$ cat src/rtl/seg7_capture.sv
// seg7_capture
//   Loopback monitor for a multiplexed seven-segment display. The block
//   samples the segment/anode bus, debounces each digit pattern, decodes it
//   back to a hex nibble and assembles the four digits into a 16-bit frame.
//
// Ports
//   clk          system clock, rising edge
//   rst          synchronous active-high reset
//   seg[6:0]     segment pattern {g,f,e,d,c,b,a}, active-high
//   an[3:0]      digit anodes, active-low; an[i]=0 selects digit i
//   digit_value  latest accepted nibble per digit (live)
//   digit_err    latest accepted pattern per digit was not a hex code
//   frame_value  assembled value, held between frames
//   frame_err    digit_err snapshot taken with frame_value
//   frame_valid  one-cycle pulse when frame_value/frame_err update
module seg7_capture #(
  parameter int unsigned STABLE_CYCLES = 4
) (
  input  logic        clk,
  input  logic        rst,
  input  logic [6:0]  seg,
  input  logic [3:0]  an,
  output logic [15:0] digit_value,
  output logic [3:0]  digit_err,
  output logic [15:0] frame_value,
  output logic [3:0]  frame_err,
  output logic        frame_valid
);

  localparam logic [7:0] STABLE = 8'(STABLE_CYCLES);

  // Returns {err, nibble}; unknown patterns decode to nibble 0 with err set.
  function automatic logic [4:0] decode(input logic [6:0] s);
    logic [4:0] r;
    case (s)
      7'h3F: r = 5'h00;
      7'h06: r = 5'h01;
      7'h5B: r = 5'h02;
      7'h4F: r = 5'h03;
      7'h66: r = 5'h04;
      7'h6D: r = 5'h05;
      7'h7D: r = 5'h06;
      7'h07: r = 5'h07;
      7'h7F: r = 5'h08;
      7'h6F: r = 5'h09;
      7'h77: r = 5'h0A;
      7'h7C: r = 5'h0B;
      7'h39: r = 5'h0C;
      7'h5E: r = 5'h0D;
      7'h79: r = 5'h0E;
      7'h71: r = 5'h0F;
      default: r = 5'h10;
    endcase
    return r;
  endfunction

  // Exactly one anode low selects a digit; anything else is not a digit slot.
  function automatic logic sel_legal(input logic [3:0] a);
    return (a == 4'b1110) || (a == 4'b1101) || (a == 4'b1011) || (a == 4'b0111);
  endfunction

  function automatic logic [1:0] sel_idx(input logic [3:0] a);
    logic [1:0] r;
    case (a)
      4'b1101: r = 2'd1;
      4'b1011: r = 2'd2;
      4'b0111: r = 2'd3;
      default: r = 2'd0;
    endcase
    return r;
  endfunction

  logic [3:0]  s_an_q, p_an_q;
  logic [6:0]  s_seg_q, p_seg_q;
  logic [7:0]  cnt_q, cnt_d;
  logic [3:0]  seen_q, seen_d;
  logic [15:0] dv_q, dv_d, fv_q, fv_d;
  logic [3:0]  de_q, de_d, fe_q, fe_d;
  logic        fvld_q;

  logic        legal, same, accept, emit;
  logic [4:0]  dec;
  logic [1:0]  idx;

  always_comb begin
    legal  = sel_legal(s_an_q);
    same   = ({s_an_q, s_seg_q} == {p_an_q, p_seg_q});
    dec    = decode(s_seg_q);
    idx    = sel_idx(s_an_q);

    cnt_d = cnt_q;
    if (!legal)
      cnt_d = 8'd0;
    else if (!same)
      cnt_d = 8'd1;
    else if (cnt_q != STABLE)
      cnt_d = 8'(cnt_q + 8'd1);

    // Accept only on the transition into STABLE. A pattern change that
    // reloads to 1 counts as a transition even if the counter already sat
    // at 1 (STABLE_CYCLES == 1).
    accept = legal && (cnt_d == STABLE) && (!same || (cnt_q != STABLE));

    dv_d = dv_q;
    de_d = de_q;
    if (accept) begin
      dv_d[{idx, 2'b00} +: 4] = dec[3:0];
      de_d[idx]               = dec[4];
    end

    // Frame goes out the cycle after the last digit lands; a coincident
    // acceptance is counted toward the following frame.
    emit   = (seen_q == 4'b1111);
    seen_d = emit ? 4'b0000 : seen_q;
    if (accept)
      seen_d[idx] = 1'b1;

    fv_d = emit ? dv_q : fv_q;
    fe_d = emit ? de_q : fe_q;
  end

  always_ff @(posedge clk) begin
    if (rst) begin
      s_an_q  <= '0;
      s_seg_q <= '0;
      p_an_q  <= '0;
      p_seg_q <= '0;
      cnt_q   <= '0;
      seen_q  <= '0;
      dv_q    <= '0;
      de_q    <= '0;
      fv_q    <= '0;
      fe_q    <= '0;
      fvld_q  <= 1'b0;
    end else begin
      s_an_q  <= an;
      s_seg_q <= seg;
      p_an_q  <= s_an_q;
      p_seg_q <= s_seg_q;
      cnt_q   <= cnt_d;
      seen_q  <= seen_d;
      dv_q    <= dv_d;
      de_q    <= de_d;
      fv_q    <= fv_d;
      fe_q    <= fe_d;
      fvld_q  <= emit;
    end
  end

  assign digit_value = dv_q;
  assign digit_err   = de_q;
  assign frame_value = fv_q;
  assign frame_err   = fe_q;
  assign frame_valid = fvld_q;

endmodule

$ cat config.mk
export PLATFORM = sky130hd
export DESIGN_NAME = seg7_capture
export DESIGN_NICKNAME = d
export VERILOG_FILES = /design/src/rtl/seg7_capture.sv
export SDC_FILE = /design/constraint.sdc
export NUM_CORES = 1
export LEC_CHECK = 0
export ABC_AREA = 1
export CORE_MARGIN = 5
export CORE_UTILIZATION = 45
export CTS_CLUSTER_DIAMETER = 60
export DETAILED_ROUTE_END_ITERATION = 16
export GPL_TIMING_DRIVEN = 0
export PLACE_DENSITY = 0.68
export SETUP_SLACK_MARGIN = 0.1
export SKIP_CTS_REPAIR_TIMING = 1
export SYNTH_ARGS = -nofsm -noshare
export SYNTH_HDL_FRONTEND = slang
export SYNTH_SLANG_ARGS = --single-unit
$ cat constraint.sdc
create_clock -name clk -period 3.2 [get_ports clk]
set_input_delay 0.64 -clock clk [delete_from_list [all_inputs] [get_ports clk]]
set_output_delay 0.64 -clock clk [all_outputs]
set_load 0.05 [all_outputs]
==> results_dict.tcl, run 1 <==
set metrics [dict create \
    ios 54 \
    htreeDepth 3 \
    clk_pin_slew_ns 0.08 \
    gp_congestion 0.8912 \
    irDropWorstVdd_uv 225.1 \
    drt-total-wl_um 8148 \
    setup.worst_path.start "s_an_q[0]" \
    synth_top_area_cell "dfxtp_1" \
    report.final.hold_viol_count 0 \
    overflow 0 \
    netlist.area_leader.share_pct 39.97 \
    clock_sinks 75 \
    syn_inst 518 \
    die_w_um 101.4 \
    grt_setup_unrepaired "false" \
    layout.nets 604 \
    clk_latency_ns 0.34 \
    syn_area_per_cell_um2 7.251 \
    grt_max_degree 14 \
    cpMaxStageDelayCell "clkbuf_1" \
    p_total_w 0.001930 \
    first_iter_violations 132 \
    synth_area_mm2 0.003756 \
    holdPathStages 2 \
    area_growth_pct 24.02 \
    netlist_top_cells_area "dfxtp_1, nand2_1, nor2_1" \
    root_buffer "clkbuf_8" \
    cp_top_family "buffers and inverters" \
    ys_ff_latch 75 \
    synth-seq-area-share_pct 39.97 \
    crit_chain "nand2_2 -> inv_2 -> nand3_1 -> nand2_1 -> clkbuf_1 -> inv_1 -> ha_1 -> inv_1 -> clkbuf_1 -> nand3_1 -> nand4_1 -> nand2_1 -> nor2_1" \
    antenna_found_initial 0 \
    required_ns 3.49 \
    slew_headroom_pct 65.04 \
    die_h_um 101.4 \
    hpwl_um 6424 \
    max_freq_mhz 368.5 \
    syn-num-nets 540 \
    placedCellCount 676 \
    p_leak_nw 2.038 \
    path_max_fanout 13 \
    clock_path_buffers 2 \
    cts_tree "built" \
    n_antenna_cell 0 \
    wl_per_cell_um 11.77 \
    finalNonFillerCells 692 \
    first_pass_iters 5 \
    route.detailed.drc 0 \
    worst-path-stages 13 \
    period_share_pct 84.80 \
    fin_skew_ns 0.01222 \
    path_class "reg -> reg" \
    timing.rr.start "s_an_q[0]" \
    fin_tns_setup_ns 0 \
    cts_buffers 9 \
    place_area_mm2 0.004418 \
    drive_gt1_share_pct 9.710 \
    arrival_ns 3.00 \
    die_area_mm2 0.01027 \
    synth.distinct_cells 31 \
    min_period_ns 2.713 \
    setup_viol 0 \
    cp-end-kind "flop" \
    worst_pin_slew_ns 0.5245 \
    design_area_mm2 0.004658 \
    crit_buf_inv 5 \
    r2r_cells 13 \
    grt_pass1_vias 3151 \
    powerDensity_mw_per_mm2 414.4 \
    core_area_mm2 0.008175 \
    min_path_type "reg -> reg" \
    worstHoldStart "seen_q[2]" \
    io_buffers 53 \
    grt_util_all_layers_pct 16.76 \
    critPathLaunchType "flop" \
    cap_violations 0 \
    initial_core_util_pct 45.94 \
    antenna_left 0 \
    vias_per_cell 4.786 \
    cp_slowest_stage_delay_ns 0.43 \
    num_rows 33 \
    grt_pass1_wl_um 13860 \
    dr_total_vias 3312 \
    status "finished, final reports clean" \
    drv_slew 0 \
    yosysWarningCount 0 \
]
[cells in the mapped netlist]
master and number:
nand2_1 111, nor2_1 84, inv_1 77, dfxtp_1 75, nand4_1 28, a21oi_1 25
o21ai_0 23, nand3_1 17, clkbuf_1 10, ha_1 9, nand2_2 8, xor2_1 8
inv_2 6, nand4_4 4, buf_6 3, nand3_4 3, nand4_2 3, nor2_2 3
nor2_8 3, xnor2_1 3, buf_1 2, nand3_2 2, nor2_4 2, nor3_1 2
a211oi_1 1, a21oi_2 1, a21oi_4 1, buf_2 1, nand2_4 1, nand3b_1 1
nor3_2 1
[where the power goes]
part,internal [W],switching (W)
registers,0.000946,0.0000128
clock network,0.000521,0.000347
logic,0.0000391,0.0000641
total,0.00151,0.000424
[registers in the layout (all words and copies together), names as in the netlist]
signal / cells
s_seg_q: 7
cnt_q: 8
frame_err: 4
seen_q: 4
frame_valid: 1
s_an_q: 4
digit_err: 4
p_seg_q: 7
frame_value: 16
digit_value: 16
p_an_q: 4
[cells in the final DEF (no fill, tap or decap), drive strengths merged]
cell type,n
ha,9
a211oi,1
clkbuf,20
xnor2,3
clkdlybuf4s50,53
inv,84
clkinv,2
nand3b,1
xor2,8
nand4,35
nand2,120
buf,6
a21oi,27
nor2,92
nor3,3
dfxtp,75
o21ai,23
nand3,22
bufinv,3
[routing by layer]
metal  up-vias  global-route usage (%)  part of all wire [%]  routed length, µm
met5         -                       0                     0                  0
met2        70                   28.67                    47               3851
met1      1478                   20.29                    45               3660
met4         0                   6.033                   2.2                181
met3        19                   4.339                   5.6                454
li1       1745                       -                     -                  -
[logic make-up (layout without fill, tap and decap cells)]
logic type | after synthesis | in the layout | synth area share [%]
XOR/XNOR | 11 | 11 | 2.565
buffers and inverters | 99 | 168 | 10.53
AND/OR/NAND/NOR | 273 | 273 | 36.68
AO/OA/AOI/OAI | 51 | 51 | 7.262
adder cells (fa/ha/maj) | 9 | 9 | 2.998
flip-flops | 75 | 75 | 39.97
[stage by stage]
step                worst slack [ns]  hold WS (ns)  util (%)
CTS                           0.5240        0.4720     56.98
detailed placement            0.5505        0.4601     54.04
global placement              0.6642        0.4557     54.04
finish                        0.4865        0.4711     56.98
floorplan                     0.9594        0.4452         -
global route                  0.2143        0.4865     56.98
[worst min-delay path: stages (launching register included)]
cell     delay [ns]
dfxtp_1        0.32
nand2_1        0.06
a21oi_1        0.05
[final timing paths]
path | to | slack (ns)
setup / recovery | digit_value[9] | 0.49
hold / removal | seen_q[2] | 0.47
setup reg to reg | digit_value[9] | 0.49
hold reg to reg | seen_q[2] | 0.47
[cell type report]
class / instances / area, µm²
fillers: 794 / 3517
multi-input cells: 344 / 1859
flip-flops and latches: 75 / 1501
repair buffers: 53 / 530.5
inverters: 83 / 311.5
well taps: 105 / 131.4
clock buffers: 10 / 127.6
clock inverters: 6 / 112.6
plain buffers: 16 / 83.83
Note: power is estimated with default switching activity, not from simulation.
==> run 2, diff against run 1 <==
--- a/config.mk
+++ b/config.mk
@@ -11,7 +11,7 @@
 export CTS_CLUSTER_DIAMETER = 60
 export DETAILED_ROUTE_END_ITERATION = 16
 export GPL_TIMING_DRIVEN = 0
-export PLACE_DENSITY = 0.68
+export PLACE_DENSITY = 0.71
 export SETUP_SLACK_MARGIN = 0.1
 export SKIP_CTS_REPAIR_TIMING = 1
 export SYNTH_ARGS = -nofsm -noshare
==> constraint.sdc (replaced) <==
create_clock -name clk -period 2.3 [get_ports clk]
set_input_delay 0.46 -clock clk [delete_from_list [all_inputs] [get_ports clk]]
set_output_delay 0.46 -clock clk [all_outputs]
set_load 0.05 [all_outputs]
==> results_dict.tcl, run 2 (synthesis results as in run 1) <==
set metrics [dict create \
    antenna_found_initial 0 \
    first_iter_violations 178 \
    drv_slew 0 \
    grt_util_all_layers_pct 16.96 \
    grt_max_degree 14 \
    nFillCells 817 \
    report.final.hold_viol_count 0 \
    hold_slack_ns 0.4671 \
    dr_total_vias 3331 \
    grt_pass1_wl_um 14260 \
    ios 54 \
    period_share_pct 86.74 \
    cap_violations 0 \
    status "finished, final reports clean" \
    n_antenna_cell 0 \
    drive_gt1_share_pct 11.38 \
    final_common_cell "nand2_1" \
    irDropWorstVdd_uv 387.6 \
    place_area_mm2 0.004419 \
    grt_pass1_vias 3162 \
    worst_pin_slew_ns 0.5357 \
    powerDensity_mw_per_mm2 558.3 \
    root_buffer "clkbuf_8" \
    vias_per_cell 4.800 \
    gp_congestion 0.8967 \
    multi_input_area_mm2 0.001882 \
    slew_headroom_pct 64.29 \
    fin_skew_ns 0.008715 \
    utilization_pct 57.47 \
    required_ns 2.58 \
    design_area_mm2 0.004698 \
    cp-end-kind "flop" \
    area_growth_pct 25.08 \
    clk_pin_slew_ns 0.08 \
    clock_sinks 75 \
    grt_setup_unrepaired "false" \
    critPathLaunchType "flop" \
    min_path_type "reg -> reg" \
    htreeDepth 3 \
    arrival_ns 2.28 \
    antenna_left 0 \
    overflow 0 \
    drt-total-wl_um 8223 \
    fin_tns_setup_ns 0 \
    die_area_mm2 0.01027 \
    min_period_ns 1.995 \
    ff_latch_area_mm2 0.001505 \
    cts_tree "built" \
    route.detailed.drc 0 \
    setup_viol 0 \
    num_rows 33 \
    p_leak_nw 2.051 \
    wl_per_cell_um 11.85 \
    hpwl_um 6472 \
    die_h_um 101.4 \
    first_pass_iters 4 \
    io_buffers 53 \
    initial_core_util_pct 45.94 \
    clk_latency_ns 0.34 \
    layout.nets 606 \
    clock_path_buffers 2 \
    path_class "reg -> reg" \
    path_max_fanout 13 \
    max_freq_mhz 501.2 \
    layout_common_cells "nand2_1, nor2_1, inv_1" \
    die_w_um 101.4 \
    cts_buffers 9 \
    p_total_w 0.002623 \
    core_area_mm2 0.008175 \
]
run 2: cell types whose count changed in the layout (fill, tap and decap cells not counted), sizes merged:
cell and change:
buf +3, inv -1, clkbuf +1, clkinvlp +1, clkinv -1, bufinv -1
run 2: final timing paths:
check | start | endpoint | slack (ns) | cells after the start
max | s_an_q[1] | digit_value[11] | 0.30 | 13
min | digit_value[4] | frame_value[4] | 0.47 | 2
max reg2reg | s_an_q[1] | digit_value[11] | 0.30 | 13
min reg2reg | digit_value[4] | frame_value[4] | 0.47 | 2
run 2: layout make-up:
type | count | share of cell area, %
clock inverters | 4 | 1.545
repair buffers | 55 | 11.61
multi-input cells | 344 | 40.05
inverters | 83 | 6.631
clock buffers | 12 | 3.302
flip-flops and latches | 75 | 32.04
well taps | 105 | 2.796
plain buffers | 16 | 2.024
run 2: routing by layer:
layer / GRT usage (%) / vias to the layer above / routed length [µm]
met3: 2.617 / 10 / 373
li1: - / 1756 / -
met2: 28.72 / 60 / 4031
met1: 21.90 / 1505 / 3704
met5: 0 / - / 0
met4: 6.033 / 0 / 114
run 2: power by group:
part	internal [W]	total (W)	switching [W]
Clock	0.000669	0.00114	0.000472
Sequential	0.00132	0.00133	0.0000183
Combinational	0.0000576	0.000147	0.0000893
Total	0.00204	0.00262	0.000580
run 2: worst max-delay path, stage by stage, from the launching register on:
cell and delay (ns):
dfxtp_1 0.38, nand2_2 0.10, inv_2 0.08, nand3_1 0.08, nand2_2 0.10, buf_6 0.16, inv_1 0.10, ha_4 0.31
inv_1 0.12, nor2_4 0.15, nand3_1 0.10, nand4_1 0.10, nand2_1 0.06, nor2_1 0.10
run 2: through the flow:
| step | std cells | worst slack (ns) |
|---|---|---|
| 3_3_place_gp | 676 | -0.01416 |
| 5_1_grt | 694 | 0.1096 |
| 3_5_place_dp | 676 | -0.1196 |
| 2_1_floorplan | 518 | 0.2316 |
| 6_report | 694 | 0.3050 |
| 4_1_cts | 692 | -0.1353 |
==> patch (settings of run 1) <==
`fe_q` no longer has a reset.
--- a/src/rtl/seg7_capture.sv
+++ b/src/rtl/seg7_capture.sv
@@ -130,7 +130,6 @@
       dv_q    <= '0;
       de_q    <= '0;
       fv_q    <= '0;
-      fe_q    <= '0;
       fvld_q  <= 1'b0;
     end else begin
       s_an_q  <= an;
@@ -142,9 +141,12 @@
       dv_q    <= dv_d;
       de_q    <= de_d;
       fv_q    <= fv_d;
-      fe_q    <= fe_d;
       fvld_q  <= emit;
     end
+  end
+
+  always_ff @(posedge clk) begin
+    fe_q <= fe_d;
   end
 
   assign digit_value = dv_q;
Behaviour: no difference found for any inputs over 10 cycles, from zero or initial values and one cycle with rst high; that may be too few to reach the edited logic, so the function may still have changed.
==> patch against run 1 <==
Largest power group unchanged. Routed wire length is 4.5% lower. Worst setup slack gained 0.035 ns. Area after synthesis shrank 0.53%. Largest cell class unchanged. Sequential cell count stayed put. Count of clock-buffer cells in the layout fell by 1. Core utilization fell by 0.37 points. Clock power down 13%. Power shrank 5.7%. Worst hold slack worse by 0.0029 ns. Critical endpoint is now digit_value[13]. Final area is 1.2% lower.
==> patch: results (changes against run 1) <==
outcome complete, no violations; register area 1540 um^2 (+2.7%); Adder-Cell Fraction of Synth Area 3.01% (+0.016 points); Placed Cells 668 (-1.2%); All-Layer GR Usage 15.9% (-0.85 points); reg2reg start s_an_q[2]; first drt pass iteration count 4 (-1); Rel. slew slack 59.1% (-5.9 points); vias in the first global route 2999 (-4.8%); slack of the worst reg-to-reg path 0.52 ns (+0.03 ns); Min Hold Slack 0.468 ns (-0.00294 ns); Layout clock area frac 4.48% (-0.67 points); post-placement worst setup slack 0.564 ns (+0.0139 ns); buffering overhead 13.2% (+0.045 points); sequential area share after synthesis 41.3% (+1.3 points); met1 usage 20.6% (+0.30 points); Signal buffers 68 (-1.4%); Post-DP Area 4400 um^2 (-0.45%); Util after Layout 56.6% (-0.37 points); r2r endpoint digit_value[13]; Final nets 596 (-1.3%); met3 wire length 483 um (+6.4%); Seq pwr share 53.0% (+3.3 points); met2 WL 3680 um (-4.5%); Synth Area in XOR/XNOR 2.58% (+0.014 points); number of synthesized flops with an enable pin 4 (+4); share of cells above drive strength 1 9.33% (-0.38 points); Worst Path Arrival 2.95 ns (-0.05 ns); Clock Skews 0.0103 ns (-0.00195 ns); routability cong. 0.924 (+3.7%); worst hold start digit_err[1]; largest fanout on the critical path 13 (unchanged); Int Power 1.36 mW (-9.4%); Power Density 395 nW/um^2 (-4.6%); M3 GR Usage 3.88% (-0.46 points); Synth Area in Compound Gates 6.23% (-1.0 points); Area contributors post-synth dfxtp_1 38%, nand2_1 11%, nor2_1 8.3%; Detailed Route Iter0 Violations 126 (-4.5%); GRT met2 Usage 26.4% (-2.3 points); first-pass GRT wire length 13300 um (-4.0%); Fill cells 769 (-3.1%); vias per cell 4.73 (-1.1%); clock network power 0.755 mW (-13%); pin count of the biggest net entering global routing 16 (+2); Multi-input gate area 1800 um^2 (-3.2%); htree depth 3 (unchanged); Static Leak 1.99 nW (-2.4%); final std cells w/o fill 684 (-1.2%); Post-Synthesis Cell Area 3740 um^2 (-0.53%); Non-clk invs 84 (+1.2%); Post-DP HPWL 6230 um (-3.1%); syn avg cell area 7.33 um^2 (+1.0%); Mapped Nets 532 (-1.5%); VDD IR max 0.263 mV (+17%)
## patch: cell count changes after synthesis, sizes merged, moves of 4 or more
cell	change
dfxtp	-4
edfxtp	+4
a21oi	-4
o21ai	-4
## patch: critical path: stages (launching register included)
cell and delay [ns]:
dfxtp_1 0.42, nand2_2 0.11, inv_2 0.07, nand3_1 0.06, nand2_1 0.13, clkbuf_1 0.42, inv_1 0.16, ha_1 0.34
inv_1 0.12, clkbuf_1 0.32, nand4_1 0.16, nand4_1 0.12, nand2_1 0.06, nor2_1 0.11
## patch: logic make-up after synthesis
| logic type | count (synthesis) |
|---|---|
| simple gates | 273 |
| buf+inv | 99 |
| flops | 75 |
| compound gates | 43 |
| xor+xnor | 11 |
| fa+ha+maj | 9 |
